### config.mk
export PLATFORM = sky130hd
export DESIGN_NAME = mem_port_arbiter
export DESIGN_NICKNAME = d
export VERILOG_FILES = /design/src/rtl/mem_port_arbiter.sv
export SDC_FILE = /design/constraint.sdc
export NUM_CORES = 1
export LEC_CHECK = 0
export ABC_AREA = 1
export BUFFER_PORTS_ARGS = -buffer_cell sky130_fd_sc_hd__buf_2
export CELL_PAD_IN_SITES_DETAIL_PLACEMENT = 2
export CELL_PAD_IN_SITES_GLOBAL_PLACEMENT = 2
export CORE_UTILIZATION = 27
export CTS_CLUSTER_DIAMETER = 60
export CTS_CLUSTER_SIZE = 25
export DETAILED_ROUTE_END_ITERATION = 7
export GPL_ROUTABILITY_DRIVEN = 0
export PLACE_DENSITY_LB_ADDON = 0.1
export SETUP_SLACK_MARGIN = 0.15
export SYNTH_ARGS = -nofsm -noshare
export SYNTH_HDL_FRONTEND = slang
export SYNTH_SLANG_ARGS = --single-unit
### constraint.sdc
create_clock -name clk -period 5.4 [get_ports clk]
set_input_delay 1.08 -clock clk [delete_from_list [all_inputs] [get_ports clk]]
set_output_delay 1.08 -clock clk [all_outputs]
set_load 0.01 [all_outputs]
### src/rtl/mem_port_arbiter.sv
// Shares the single RAM port between instruction fetch and data access, inserting
// fixed wait states and forming byte enables / aligned read data for the data side.
module mem_port_arbiter #(
  parameter int unsigned WAIT_CYCLES = 2
) (
  input  logic        clk,
  input  logic        reset,
  input  logic        if_req,
  input  logic [31:0] if_addr,
  output logic [31:0] if_rdata,
  output logic        if_mfc,
  input  logic        d_req,
  input  logic        d_rw,
  input  logic [1:0]  d_size,
  input  logic        d_signed,
  input  logic [31:0] d_addr,
  input  logic [31:0] d_wdata,
  output logic [31:0] d_rdata,
  output logic        d_mfc,
  output logic        mem_en,
  output logic        mem_rw,
  output logic [31:0] mem_addr,
  output logic [3:0]  mem_be,
  output logic [31:0] mem_wdata,
  input  logic [31:0] mem_rdata
);

  typedef enum logic [1:0] {IDLE, ACCESS, DONE} state_t;

  state_t      state, state_nx;
  logic [3:0]  cnt;
  logic        owner_d;
  logic        last_d;
  logic [1:0]  lat_lo;
  logic [1:0]  lat_size;
  logic        lat_signed;
  logic        grant_d, grant_if;
  logic [3:0]  be_nx;
  logic [31:0] wd_nx;
  logic [31:0] rd_shift;
  logic [15:0] rd_half;
  logic [31:0] rd_al;
  logic        unused_if_lo;

  assign unused_if_lo = ^if_addr[1:0];

  // On contention D wins unless it took the previous grant.
  assign grant_d  = d_req && (!if_req || !last_d);
  assign grant_if = if_req && !grant_d;

  always_ff @(posedge clk or posedge reset) begin
    if (reset) state <= IDLE;
    else       state <= state_nx;
  end

  always_comb begin
    state_nx = state;
    case (state)
      IDLE:    if (grant_d || grant_if) state_nx = ACCESS;
      ACCESS:  if (cnt == '0) state_nx = DONE;
      DONE:    state_nx = IDLE;
      default: state_nx = IDLE;
    endcase
  end

  always_comb begin
    mem_en = (state == ACCESS);
    if_mfc = (state == DONE) && !owner_d;
    d_mfc  = (state == DONE) && owner_d;
  end

  always_comb begin
    be_nx = '1;
    wd_nx = d_wdata;
    case (d_size)
      2'b00: begin
        be_nx = 4'b0001 << d_addr[1:0];
        wd_nx = {4{d_wdata[7:0]}};
      end
      2'b01: begin
        be_nx = d_addr[1] ? 4'b1100 : 4'b0011;
        wd_nx = {2{d_wdata[15:0]}};
      end
      default: ;
    endcase
  end

  always_comb begin
    rd_shift = mem_rdata >> {lat_lo, 3'b000};
    rd_half  = lat_lo[1] ? mem_rdata[31:16] : mem_rdata[15:0];
    case (lat_size)
      2'b00:   rd_al = {{24{lat_signed & rd_shift[7]}}, rd_shift[7:0]};
      2'b01:   rd_al = {{16{lat_signed & rd_half[15]}}, rd_half};
      default: rd_al = mem_rdata;
    endcase
  end

  always_ff @(posedge clk or posedge reset) begin
    if (reset) begin
      cnt        <= '0;
      owner_d    <= 1'b0;
      last_d     <= 1'b0;
      lat_lo     <= '0;
      lat_size   <= '0;
      lat_signed <= 1'b0;
      mem_rw     <= 1'b1;
      mem_addr   <= '0;
      mem_be     <= '0;
      mem_wdata  <= '0;
      if_rdata   <= '0;
      d_rdata    <= '0;
    end else begin
      case (state)
        IDLE: begin
          if (grant_d) begin
            owner_d    <= 1'b1;
            last_d     <= 1'b1;
            mem_addr   <= {d_addr[31:2], 2'b00};
            lat_lo     <= {d_addr[1], d_addr[0] & (d_size != 2'b01)};
            lat_size   <= d_size;
            lat_signed <= d_signed;
            mem_rw     <= d_rw;
            mem_be     <= be_nx;
            mem_wdata  <= wd_nx;
            cnt        <= 4'(WAIT_CYCLES);
          end else if (grant_if) begin
            owner_d    <= 1'b0;
            last_d     <= 1'b0;
            mem_addr   <= {if_addr[31:2], 2'b00};
            lat_lo     <= '0;
            lat_size   <= 2'b10;
            lat_signed <= 1'b0;
            mem_rw     <= 1'b1;
            mem_be     <= '1;
            mem_wdata  <= '0;
            cnt        <= 4'(WAIT_CYCLES);
          end
        end
        ACCESS: begin
          if (cnt == '0) begin
            if (mem_rw) begin
              if (owner_d) d_rdata  <= rd_al;
              else         if_rdata <= mem_rdata;
            end
          end else begin
            cnt <= cnt - 4'd1;
          end
        end
        default: ;
      endcase
    end
  end

endmodule

# [Word level (Yosys, flattened, before mapping)]
# Index checks and enable logic that the tools add are counted.
[totals] register_bits=145 in_bits=136 output_inout_bits=136
[op_classes] n_addsub=1 eq_ne=9 n_shift=2 muxes=27 bitwise=4 reduce_logical=20
[ops] op="$mux 32" count=4
[ops] op="$pmux 32 s2" count=2
[ops] op="$shr 32x5->8" count=1
[ops] op="$mux 4" count=6
[ops] op="$mux 16" count=1
[ops] op="$pmux 4 s2" count=2
[ops] op="$mux 2" count=6
[ops] op="$reduce_and 4->1" count=2
[ops] op="$eq 2x1->1 const B" count=3
[ops] op="$logic_not 2->1" count=3
[ops] op="$mux 1" count=5
[ops] op="$logic_and 1x1->1" count=4
[ops] op="$logic_not 4->1" count=1
[ops] op="$ne 2x1->1 const B" count=2
[ops] op="$ne 2x2->1 const B" count=2
[ops] op="$pmux 2 s2" count=1
[ops] op="$reduce_and 2->1" count=2
[ops] op="$reduce_bool 2->1" count=2
[ops] op="$shl 1x2->4 const A" count=1
[ops] op="$sub 4x1->4 const B" count=1
[ops] op="$and 1x1->1" count=3
[ops] op="$logic_not 1->1" count=3
[ops] op="$ne 3x3->1 const B" count=1
[ops] op="$reduce_and 3->1" count=1
[ops] op="3 further kinds" count=4

# [Logic depth before layout (Yosys ltp)]
# Gate-level depths: netlist of run 1.
[logic_depth] word_depth=8 depth_mapped=10 depth_no_buf=9

# [Worst setup path after synthesis of run 1]
# OpenSTA, ideal clock, no wires.
[synth_path] kind="input to register" from="input if_req" to="register mem_be[1]" arrival_time_ns=1.915 t_required_ns=5.260 setup_slack_ns=3.345 stages=5 n_path_buf=1 path_cell_list="o21ai_1 > inv_2 > buf_2 > o21ai_1 > o211ai_1"
[synth_between] elab_chain_len=7 elab_cells_between_ends=8
[synth_rtl] element="from (decl)" line="8" source="input logic if_req,"
[synth_rtl] element="$logic_not 1->1" line="48" source="assign grant_d = d_req && (!if_req || !last_d);"
[synth_rtl] element="$logic_or 1x1->1" line="48"
[synth_rtl] element="$logic_and 1x1->1" line="48"
[synth_rtl] element="$logic_not 1->1" line="49" source="assign grant_if = if_req && !grant_d;"
[synth_rtl] element="$logic_and 1x1->1" line="49"
[synth_rtl] element="$reduce_bool 2->1 (no source line)"
[synth_rtl] element="$reduce_and 2->1 (no source line)"
[synth_rtl] element="to (signal assigned)" line="123" source="mem_be <= be_nx;"
[synth_rtl] element="to (decl)" line="23" source="output logic [3:0] mem_be,"
# Several ways; a longest one is shown, not always the timed one.
# A chain may end at the register's enable or synchronous reset.

# [Final worst setup path of run 1]
[layout_path] from="register cnt[0]" to="register d_rdata[9]"
[layout_between] elab_chain_len=2
[layout_rtl] element="from (decl)" line="31" source="logic [3:0] cnt;"
[layout_rtl] element="from (signal assigned)" line="125" source="cnt <= 4'(WAIT_CYCLES);"
[layout_rtl] element="from (signal assigned)" line="136" source="cnt <= 4'(WAIT_CYCLES);"
[layout_rtl] element="from (signal assigned)" line="146" source="cnt <= cnt - 4'd1;"
[layout_rtl] element="$logic_not 4->1" line="140" source="if (cnt == '0) begin"
[layout_rtl] element="$reduce_and 4->1 (no source line)"
[layout_rtl] element="to (signal assigned)" line="142" source="if (owner_d) d_rdata <= rd_al;"
[layout_rtl] element="to (decl)" line="18" source="output logic [31:0] d_rdata,"
# No other way between the ends.

==> flow_results.org, run 1 <==
** Global route
- For met3 alone, demand over resource in global routing was 0.06663.
- The layer flagged by global routing as most heavily used is met2.
- For this run, global-route usage on met1 was measured as 0.2468.
- Overall fraction of global-route tracks in use :: 0.1979
- The number of global-route vias before repair was between 7000 and 8000.
- Global-route wire length before repair :: 39.94 mm
- Entering global routing, the biggest net connects 72 pins.
- Grt ovf :: 0
- Met2 layer usage reported by global route :: 0.3284
- The number of antenna violations at the first check in global routing is 3.

** CTS
- Largest buffer count on any clock path :: 2
- Count of cells resized by post-cts repair :: 0
- Root Buffer Master :: clkbuf_16
- In this run, post-CTS hold repair placed 0 buffers.
- Clock tree from TritonCTS :: built
- Number of buffers inserted during clock tree synthesis :: 17
- For the worst-skew pair, the clock arrives at the later sink with an insertion delay of roughly 0.43 ns.
- H-tree level count :: 4
- In this run the post-CTS setup repair buffer count came out at 0.
- Clock-pin slew was measured on the worst setup and hold paths at roughly 0.06 ns.
- Clock tree sinks :: approximately 140

** Worst setup path
- Path depth of the worst reg2reg path :: 9
- Kind of critical path :: flip-flop to flip-flop
- Data on the critical path arrives at its endpoint at 3.05 ns.
- STA classifies the critical path endpoint as a flip-flop.
- In this run the worst path has a maximum fanout of 20.
- Startpoint types :: flip-flop
- At the worst endpoint, the required time is 5.76 ns.

** Detailed routing
- Detailed Route Iter0 Violations :: approximately 200
- In the final routed layout, each cell accounts on average for 17.69 um.
- Pre-Repair DR Iteration Count :: 4
- The routed layout has 6598 vias.
- In the routed layout, each cell is associated on average with a via count of 4.703.
- After detailed routing, the number of remaining DRC violations is 0.
- Antenna Nets Post-Route :: 0
- Final wirelength :: 24.83 mm

** Synth
- By instance count, the leading cell after synthesis is nand2_1.
- Top cells by count, synth :: nand2_1 (212), dfrtp_1 (142), o21ai_0 (82), nor2_1 (79), inv_1 (56)
- After technology mapping, the gate count stands at 819.
- A synthesized cell averages 8.292 um2.
- Flip-flop and latch count after synthesis :: 143
- Share of the synthesized area in the top cell type :: 0.5232
- Number of warning messages in the yosys log :: 0
- Cell taking the most area after synthesis :: dfrtp_1
- Fraction of registers with async set/reset :: 1.000
- Counting flops with a built-in enable in the synthesized netlist gives 0.
- Top_reg_cell synth :: dfrtp_1
- The mapped netlist covers 0.006792 mm2.
- Main area contributors after synthesis :: dfrtp_1 (52%), nand2_1 (12%), o21ai_0 (6.0%)
- Sequential-to-total area share from yosys stat :: 0.5271
- Number of different library cells in the post-synthesis netlist :: 32

** Floorplanning
- Area of the core region :: about 0.024 mm2
- Starting Density :: 0.2776
- Ports :: 272
- The die covers 0.02579 mm2.
- The floorplan has 57 rows.
- From left edge to right edge, the die measures 160.6 um.
- Chip height :: between 150 and 200 um

** Status
- The run finished with clean final reports.

** Pwr
- Maximum resistive drop on vdd :: 0.0002265 V
- In this run the static leakage power is 4.554 nW.
- Power Dens Cells :: between 600 and 700 mW/mm2

** STA
- Maximum achievable frequency :: 371.4 MHz
- Setup TNS :: 0 ns
- Final critical delay including setup and external delays :: 2.693 ns
- Setup repair after global routing left no endpoint under its margin.
- On the final layout, the worst clock skew is 0.01487 ns.
- Worst slew pin tran :: 0.8810 ns
- Minimum setup slack in the final design :: 2.707 ns
- Min Hold Slack :: around 0.48 ns
- The number of hold violations in the final report is 0.
- Max transition margin :: 0.4126
- The number of slew-limit violations in the final report came to 0.
- Setup violations remaining at the end of the flow were counted as 0.
- Period Utilization, post-route :: 0.4987

** Cells and area
- In the final layout, flip-flops and latches occupy 0.003580 mm2.
- Count of placed standard cells in the final layout, fillers left out :: 1403
- The net count of the finished layout is 1203.
- At the end of the flow the core is filled with cells to 0.3671.
- Of the cells placed in the final design, the portion with a size suffix greater than 1 is 0.3340.
- In the final layout, the multi-input gates occupy 0.002745 mm2.
- The area growth from synthesis to layout is 32.24%.
- Fill count :: approximately 2900

** Placement
- Number of placed instances, taps included :: roughly 1400
- Once detailed placement completed, the half-perimeter wirelength came to 17.67 mm.
- In this run the tool buffered the top-level ports with 267 buffer cells.
- Placement-stage worst setup slack :: 2.473 ns

** Run
- Max cap viols :: 0

** Worst hold path
- Along the worst hold path, the cell count comes to 2.
- The path class of the tightest hold or removal check is flip-flop to flip-flop.
==> state kept, by name (all words and copies together), names as in the netlist <==
name and flops:
mem_rw 1, cnt 4, lat_signed 1, if_rdata 32
mem_wdata 32, lat_size 2, state 2, mem_addr 30
d_rdata 32, mem_be 4, lat_lo 2, last_d 1
==> cell usage in the layout (no fill, tap or decap), types with 3 or more instances in the layout <==
master | netlist | final
buf_4 | 3 | 7
clkbuf_16 | 0 | 17
a21oi_1 | 21 | 21
bufinv_16 | 0 | 3
nor3b_1 | 16 | 16
dfrtp_1 | 142 | 142
nor2_1 | 79 | 79
nand2_1 | 212 | 212
o22ai_1 | 17 | 17
a21boi_0 | 7 | 7
o21ai_1 | 46 | 45
inv_6 | 0 | 7
inv_1 | 56 | 55
inv_2 | 6 | 6
nand3_1 | 5 | 5
nor3_1 | 12 | 12
nand2_2 | 22 | 22
buf_2 | 13 | 267
o31ai_1 | 8 | 8
o21ai_0 | 82 | 82
o21ai_2 | 20 | 20
a31oi_1 | 7 | 7
o211ai_1 | 3 | 3
==> path summary, 6_finish.rpt <==
kind / startpoint / slack (ns) / end
max reg2reg: cnt[0]$_DFFE_PP0P_ / 2.71 / d_rdata[9]$_DFFE_PP0P_
min reg2reg: d_rdata[7]$_DFFE_PP0P_ / 0.48 / d_rdata[7]$_DFFE_PP0P_
max in group asynchronous: reset / 3.62 / mem_addr[20]$_DFFE_PP0P_
min in group asynchronous: reset / 0.74 / mem_addr[25]$_DFFE_PP0P_
max: cnt[0]$_DFFE_PP0P_ / 2.71 / d_rdata[9]$_DFFE_PP0P_
min: d_rdata[7]$_DFFE_PP0P_ / 0.48 / d_rdata[7]$_DFFE_PP0P_
==> power breakdown <==
part,internal (mW),switching [mW]
sequential,1.59,0.279
clock,0.750,0.512
combinational,0.830,1.44
total,3.17,2.23
==> critical path, stage by stage, from the launching register on <==
cell	delay (ns)
dfrtp_1	0.36
inv_1	0.13
ha_1	0.21
nand4_2	0.42
nor2_2	0.63
buf_4	0.37
inv_2	0.19
nor2_1	0.15
nand2_1	0.10
nand2_1	0.07
==> cells by family (layout without fill, tap and decap cells) <==
| group | after synthesis | count (layout) | share of synthesized area |
|---|---|---|---|
| and+or+nand+nor | 350 | 350 | 0.2189 |
| AOI/OAI and AO/OA | 212 | 212 | 0.1789 |
| DFF | 143 | 143 | 0.5271 |
| buffers and inverters | 111 | 369 | 0.07093 |
| adders and majority gates | 2 | 2 | 0.003684 |
| other | 1 | 3 | 0.0005522 |
==> routing by layer <==
layer,vias to the layer above,share of wire
met4,4,0.0095
met5,-,0.00093
met1,3242,0.44
met2,173,0.48
met3,19,0.073
li1,3160,-
==> stage by stage <==
| stage | power [mW] | instance area [um2] |
|---|---|---|
| final | 5.406 | 8981 |
| after detailed placement | 4.219 | 8361 |
| after global placement | 4.152 | 8361 |
| after global routing | 5.844 | 8979 |
| after floorplan | 3.255 | 6795 |
| after CTS | 5.523 | 8979 |
==> layout make-up <==
class,instances,area share
diodes,1,0.0002786
clock buffers,19,0.04932
clock inverters,13,0.01950
inverters,63,0.02689
multi-input cells,566,0.3057
flip-flops and latches,143,0.3986
well taps,324,0.04514
repair buffers,274,0.1546
(Power assumes the default switching activity.)
==> run 2, diff against run 1 <==
CORE_UTILIZATION = 24   (was 27)
clock period = 2.2 ns   (was 5.4 ns; I/O delays follow)
==> flow_results.org, run 2 (synthesized netlist as in run 1, its figures left out) <==
** Cells and area
- The fraction of layout cells with a size suffix above 1 came to 0.3395 (+0.005515).
- Relative to the synthesized area, the layout overhead comes to 35.19%.
- Registers with the highest flip-flop counts :: d_rdata: 32 flops, if_rdata: 32 flops, mem_wdata: 32 flops
- Leaving out fill and tap cells, the most frequent cells in the layout are buf_2 (267), nand2_1 (212), dfrtp_1 (142).
- Antenna diode instance count :: 0 (-1)
- The utilization after layout came to 0.3305 (-0.03666).
- The post-layout instance area is 0.009181 mm2 (+2.2%).
- The library cell used most frequently in the layout, excluding fill and tap cells, is buf_2.
- Net total in the final layout :: 1213 (+0.83%)
- The number of inserted filler cells in the final layout came to 3303 (+14%).

** Detailed routing
- Wire length per cell :: 17.72 um (+0.14%)
- Vias per inst :: 4.517 (-3.9%)
- Pre-Repair DR Iteration Count :: 4 (unchanged)
- Final wirelength :: 25.96 mm (+4.6%)
- Antenna Nets Post-Route :: 0 (unchanged)
- Detailed Route Iter0 Violations :: 241 (+20%)
- The overall via count from detail_route was 6618 (+0.30%).
- The DRC violation count after routing came to 0 (unchanged).

** Status
- The run finished with clean final reports.

** Worst setup path
- Critical path peak fanout :: 5 (-75%)
- The data arrival time of the critical path came to 1.34 ns (-1.71 ns).
- The reg2reg setup slack is 0.43 ns (-2.28 ns).
- Maximum single-stage delay on the critical path :: 0.49 ns (-0.14 ns)
- The worst setup path is of the flip-flop to output port kind.
- Among all stages on the critical path, the largest delay is contributed by dfrtp_1.
- Required @ worst endpoint :: 1.76 ns (-4.00 ns)
- Startpoint types :: flip-flop
- Endpoint kind of the worst setup timing path :: output port
- Category of cells accounting for the largest share of critical-path delay :: flip-flops
- Cell-by-cell trace of the critical path :: inv_1, nor3_1, buf_2
- The buffering stage count on the worst path with inverters included is 2 (-1).

** Floorplanning
- The number of placed I/O pins came to 272 (unchanged).
- DIE AREA :: 0.02897 mm2 (+12%)
- The cell row count came to 61 (+7.0%).
- Starting Density :: 0.2445 (-0.03317)
- Chip height :: 170.2 um (+6.0%)
- Area of the core region :: 0.02778 mm2 (+14%)
- The width of the die is 170.2 um (+6.0%).

** STA
- Timing would allow up to 562.6 MHz.
- The worst max-slew margin expressed relative to the limit was 0.4473 (+0.03466).
- The clock skew after layout was 0.01556 ns (+0.0006912 ns).
- For the finished layout, the period the worst path requires is 1.777 ns.
- Final setup violation count :: 0 (unchanged)
- Of the available clock period, the critical path in the final layout requires 0.8079.
- The number of hold violations in the final report is 0 (unchanged).
- Setup repair after global routing left no endpoint under its margin.
- The measured slew at the worst slew-check pin is 0.8260 ns (-0.05504 ns).
- The number of slew-limit violations in the final report was 0 (unchanged).
- The sum of negative setup slack was 0 ns (unchanged).

** Pwr
- The overall power after layout came to 13.48 mW (+150%).
- Static Leak :: 4.612 nW (+1.3%)
- Maximum resistive drop on vdd :: 0.0004133 V (+82%)
- The power density relative to cell area is 1468 mW/mm2 (+140%).

** Placement
- The quantity of I/O buffers inserted on ports was 267 (unchanged).
- Placement Cell Area :: 0.008564 mm2 (+2.4%)
- The placed wire-length estimate is 18.52 mm (+4.8%).

** CTS
- Largest buffer count on any clock path :: 2 (unchanged)
- Clock network latency to the later pin of the worst-skew pair :: 0.42 ns (about the same)
- Root Buffer Master :: clkbuf_16
- The maximum level of the CTS H-tree is 4 (unchanged).
- The clock sink total is 143 (unchanged).
- The post-CTS clock slew at the launch and capture registers of the worst setup and hold paths came to 0.07 ns (about the same).
- The count of instances resized after the clock tree is built was 0 (unchanged).
- Count of hold-fix buffers inserted at cts :: 0 (unchanged)
- The post-CTS setup repair buffer count was 0 (unchanged).
- The clock buffer count from CTS is 17 (unchanged).
- TritonCTS built the clock tree.

** Global route
- Global-route wire length before repair :: 40.45 mm (+1.3%)
- The largest net degree at the start of global routing was 97 (+35%).
- The number of antenna violations at the first check in global routing came to 4 (+1).
- Via count of the first global-routing pass :: 7157 (-0.42%)
- The global-route total usage across every layer came to 0.1829 (-0.01495).
- The residual overflow from global routing was 0 (unchanged).

** Run
- Max cap viols :: 0 (unchanged)

** Worst hold path
- The tightest min-delay check is of the input pin to asynchronous set/reset pin type.
## run 2: cell types whose count changed in the layout (fill, tap and decap cells not counted)
cell	previous run	this run
inv_6	7	2
buf_4	7	12
bufinv_16	3	4
diode_2	1	0
buf_12	0	5
clkbuf_8	1	0
clkinvlp_4	2	4
clkinv_2	0	2
## run 2: final cells by class
type | instances | area (um2) | share of cell area
flip-flops and latches | 143 | 3580 | 0.3899
multi-input cells | 566 | 2745 | 0.2990
repair buffers | 284 | 1526 | 0.1663
well taps | 378 | 473.0 | 0.05151
clock buffers | 18 | 429.2 | 0.04674
inverters | 63 | 240.2 | 0.02617
clock inverters | 13 | 187.7 | 0.02044
## run 2: final timing paths
path,startpoint,end,cells after the start
worst max-delay path,last_d$_DFFE_PP0P_,d_mfc,3
worst min-delay path,reset,d_rdata[22]$_DFFE_PP0P_,3
worst max register to register,cnt[0]$_DFFE_PP0P_,if_rdata[15]$_DFFE_PP0P_,7
worst min register to register,d_rdata[15]$_DFFE_PP0P_,d_rdata[15]$_DFFE_PP0P_,2
max in group asynchronous,reset,mem_wdata[21]$_DFFE_PP0P_,3
min in group clk,mem_rdata[7],if_rdata[7]$_DFFE_PP0P_,3
## run 2: through the flow
stage,hold slack (ns),instances,setup slack [ns]
after detailed placement,0.4665,1434,0.2798
after global placement,0.4627,1434,0.3155
after CTS,0.2057,1465,0.3520
after floorplan,0.4675,820,-0.03024
final,0.1971,1465,0.4226
after global routing,0.2194,1465,0.2522
## run 2: layer usage
metal  global-route usage  up-vias  wire, um
met5                    0        -        37
li1                     -     3174         -
met2               0.2992      180     12080
met1               0.2284     3242     11550
met3              0.06860       16      2099
met4              0.03878        6       194
## run 2: power breakdown
group	total, mW	switching [mW]	internal, mW
registers	4.59	0.680	3.91
clock network	3.13	1.23	1.90
logic	5.75	3.58	2.17
total	13.5	5.50	7.98
## run 2: worst register-to-register path, delay by kind of cell, from the launching register on
| kind | cells | cell delay [ns] |
|---|---|---|
| compound gates | 1 | 0.10 |
| fa+ha+maj | 1 | 0.20 |
| buf+inv | 2 | 0.48 |
| flops | 1 | 0.36 |
| simple gates | 3 | 0.55 |
==> run 3, diff against run 2 <==
CORE_UTILIZATION = 27   (was 24)
clock period = 1.65 ns   (was 2.2 ns; I/O delays follow)
==> flow_results.org, run 3 (synthesized netlist as in run 1, its figures left out) <==
** Status
- The flow ran to the end, and the final reports show no timing, DRC or antenna violations.

** Worst setup path
- The required time of the critical path came to 2.00 ns (+0.24 ns).
- Cell-by-cell trace of the critical path :: inv_2, ha_4, nand4_4, nor2_4, buf_12, buf_12, buf_16, nor2_4, a21oi_2
- The endpoint identified for the worst register-to-register timing path is d_rdata[31]$_DFFE_PP0P_.
- The critical path ends at d_rdata[31]$_DFFE_PP0P_.
- The critical path starts at cnt[0]$_DFFE_PP0P_.
- The worst setup path is captured at a flip-flop.
- Startpoint types :: flip-flop
- The biggest cell delay along the critical path was 0.38 ns (-0.11 ns).
- The data arrival time of the critical path was 1.93 ns (+0.59 ns).
- The maximum net fanout on the critical path came to 8 (+3).
- The worst setup path is of the flip-flop to flip-flop kind.
- Path depth of the worst reg2reg path :: 9 (+2)
- The worst register-to-register path begins at cnt[0]$_DFFE_PP0P_.
- The reg2reg setup slack was 0.06 ns (-0.37 ns).
- Among all stages on the critical path, the largest delay is contributed by dfrtp_1.

** STA
- The number of hold violations in the final report is 0 (unchanged).
- Minimum setup slack in the final design :: 0.06226 ns (-0.3604 ns)
- Counting I/O delays and the setup requirement, the final critical path takes 1.588 ns.
- Number of slew-limit violations in the final report :: 0 (unchanged)
- Maximum achievable frequency :: 629.8 MHz
- Final setup skew :: 0.01840 ns (+0.002847 ns)
- Setup repair after global routing could not meet its margin everywhere.
- In the finished design, the share of the clock period the worst path needs comes to 0.9623.
- Final setup violation count :: 0 (unchanged)
- The sum of negative setup slack is 0 ns (unchanged).

** Cells and area
- Net total in the final layout :: 1262 (+4.0%)
- Commonest non-fill, non-tap cell in the layout :: buf_2
- The post-layout instance area came to 0.01025 mm2 (+12%).
- The final cell count without fillers was 1462 (-0.20%).
- The top cell types in the final layout, fill and taps aside, are buf_2 (266), nand2_1 (200), dfrtp_1 (140).
- The fraction of layout cells with a size suffix above 1 is 0.4389 (+0.09941).
- Registers with the highest flip-flop counts :: d_rdata: 32 flops, if_rdata: 32 flops, mem_wdata: 32 flops
- Area added between synthesis and finish :: 50.87%

** Global route
- Pin count of the biggest net entering global routing :: 72 (-26%)
- Grt ovf :: 0 (unchanged)
- Global-route wire length before repair :: 41.44 mm (+2.5%)
- Overall fraction of global-route tracks in use :: 0.2048 (+0.02193)
- The number of antenna violations at the first check in global routing came to 4 (unchanged).
- Via count of the first global-routing pass :: 7542 (+5.4%)

** CTS
- Number of buffers inserted during clock tree synthesis :: 17 (unchanged)
- Largest buffer count on any clock path :: 2 (unchanged)
- The post-CTS clock slew at the launch and capture registers of the worst setup and hold paths came to 0.06 ns (about the same).
- Clock tree from TritonCTS :: built
- The number of hold buffers added after CTS came to 0 (unchanged).
- The insertion delay to the later sink of the worst-skew pair came to 0.43 ns (about the same).
- In this run the clock root is driven by a clkbuf_16.
- Clock tree sinks :: 143 (unchanged)
- H-tree level count :: 4 (unchanged)

** Floorplanning
- Chip height :: 160.6 um (-5.7%)
- The number of placed I/O pins was 272 (unchanged).
- The total core area came to 0.02446 mm2 (-12%).
- Standard-cell row count :: 57 (-6.6%)
- DIE WIDTH :: 160.6 um (-5.7%)
- Starting Density :: 0.2776 (+0.03317)
- The die footprint is 0.02579 mm2 (-11%).

** Pwr
- Switching component of the power :: 8.268 mW (+50%)
- Flop pwr share :: 0.316 (-0.025)
- Share of total power in combinational logic :: 0.486 (+0.059)
- Clk network pwr share :: 0.198 (-0.035)
- Power Dens Cells :: 1927 mW/mm2 (+31%)
- The peak supply drop was 0.0006944 V (+68%).
- Static Leak :: 5.102 nW (+11%)
- The overall power after layout is 19.74 mW (+46%).
- The internal power of the cells is 11.47 mW (+44%).
- The switching power share of the total came to 0.4188 (+0.01114).

** Run
- Max cap viols :: 0 (unchanged)

** Placement
- The worst slack at placement was 0.04240 ns (-0.2374 ns).
- Estimated wirelength of the detail-placed design :: 18.49 mm (-0.12%)
- Placement Cell Area :: 0.008732 mm2 (+2.0%)
- The total placed cells including tap cells is 1398 (-2.5%).
- The quantity of I/O buffers inserted on ports came to 267 (unchanged).

** Detailed routing
- Via count of the routed design :: 6967 (+5.3%)
- Pre-Repair DR Iteration Count :: 4 (unchanged)
- Detailed Route Iter0 Violations :: 170 (-29%)
- The count of antenna-violating nets left after detailed routing came to 0 (unchanged).
- The DRC violation count after routing came to 0 (unchanged).
- The via density per instance came to 4.765 (+5.5%).
- The final routed wire length divided by cell count was 18.90 um (+6.7%).
- The total wire length after detailed routing is 27.63 mm (+6.5%).

** Worst hold path
- The tightest min-delay check is of the input pin to asynchronous set/reset pin type.
-- run 3: cell count changes in the layout (fill, tap and decap cells not counted), sizes merged --
| cell | delta |
|---|---|
| diode | +1 |
| buf | +41 |
| inv | +1 |
| bufinv | -3 |
| clkinv | +4 |
| clkinvlp | -1 |
| clkbuf | +8 |
-- run 3: layout make-up --
class	instances	area, um2
flip-flops and latches	143	3582
clock inverters	13	131.4
inverters	63	257.7
fillers	2763	14220
well taps	324	405.4
multi-input cells	566	3182
clock buffers	19	452.9
diodes	1	2.502
repair buffers	332	2223
repair inverters	1	8.758
-- run 3: worst max-delay path, delay by kind of cell (launching register included) --
kind | cells | cell delay, ns
buffers and inverters | 4 | 0.54
DFF | 1 | 0.38
and+or+nand+nor | 3 | 0.30
adders and majority gates | 1 | 0.18
AOI/OAI and AO/OA | 1 | 0.11
-- run 3: what timing repair did --
action,4_1_cts,5_1_grt
resized for setup,12,124
endpoints found under the setup margin,42,123
pin swaps,2,7
gates cloned,1,8
hold endpoints to repair,0,0
buffers inserted,5,17
-- run 3: worst min-delay path by stage --
stage	from	to	slack [ns]	cells past startpoint
after floorplan	mem_rdata[0]	if_rdata[0]$_DFFE_PP0P_	0.44	2
after global placement	mem_wdata[31]$_DFFE_PP0P_	mem_wdata[31]$_DFFE_PP0P_	0.46	2
after detailed placement	d_rdata[10]$_DFFE_PP0P_	d_rdata[10]$_DFFE_PP0P_	0.46	2
after CTS	reset	d_rdata[0]$_DFFE_PP0P_	0.05	3
after global routing	reset	d_rdata[0]$_DFFE_PP0P_	0.07	3
final	reset	d_rdata[0]$_DFFE_PP0P_	0.05	3
-- run 3: metal layers --
layer	share of wire	vias to the layer above	track usage	wire [um]
met5	0.0012	-	0	32
met4	0.018	6	0.05108	511
met3	0.073	37	0.07128	2020
met2	0.49	209	0.3404	13500
met1	0.42	3433	0.2527	11570
li1	-	3282	-	-
-- run 3: power groups by stage --
stage	registers [mW]	clock network [mW]	logic, mW
after floorplan	6.86	0	3.85
after global placement	6.13	0	7.99
after detailed placement	6.21	0	8.18
after CTS	6.17	4.00	8.45
after global routing	6.46	4.15	10.6
final	6.24	3.90	9.60
-- run 3: per-stage QoR --
step / hold WS (ns) / utilization
6_report: 0.04866 / 0.4189
5_1_grt: 0.06650 / 0.4188
4_1_cts: 0.04875 / 0.3852
3_5_place_dp: 0.4636 / 0.3570
3_3_place_gp: 0.4587 / 0.3570
2_1_floorplan: 0.4388 / -
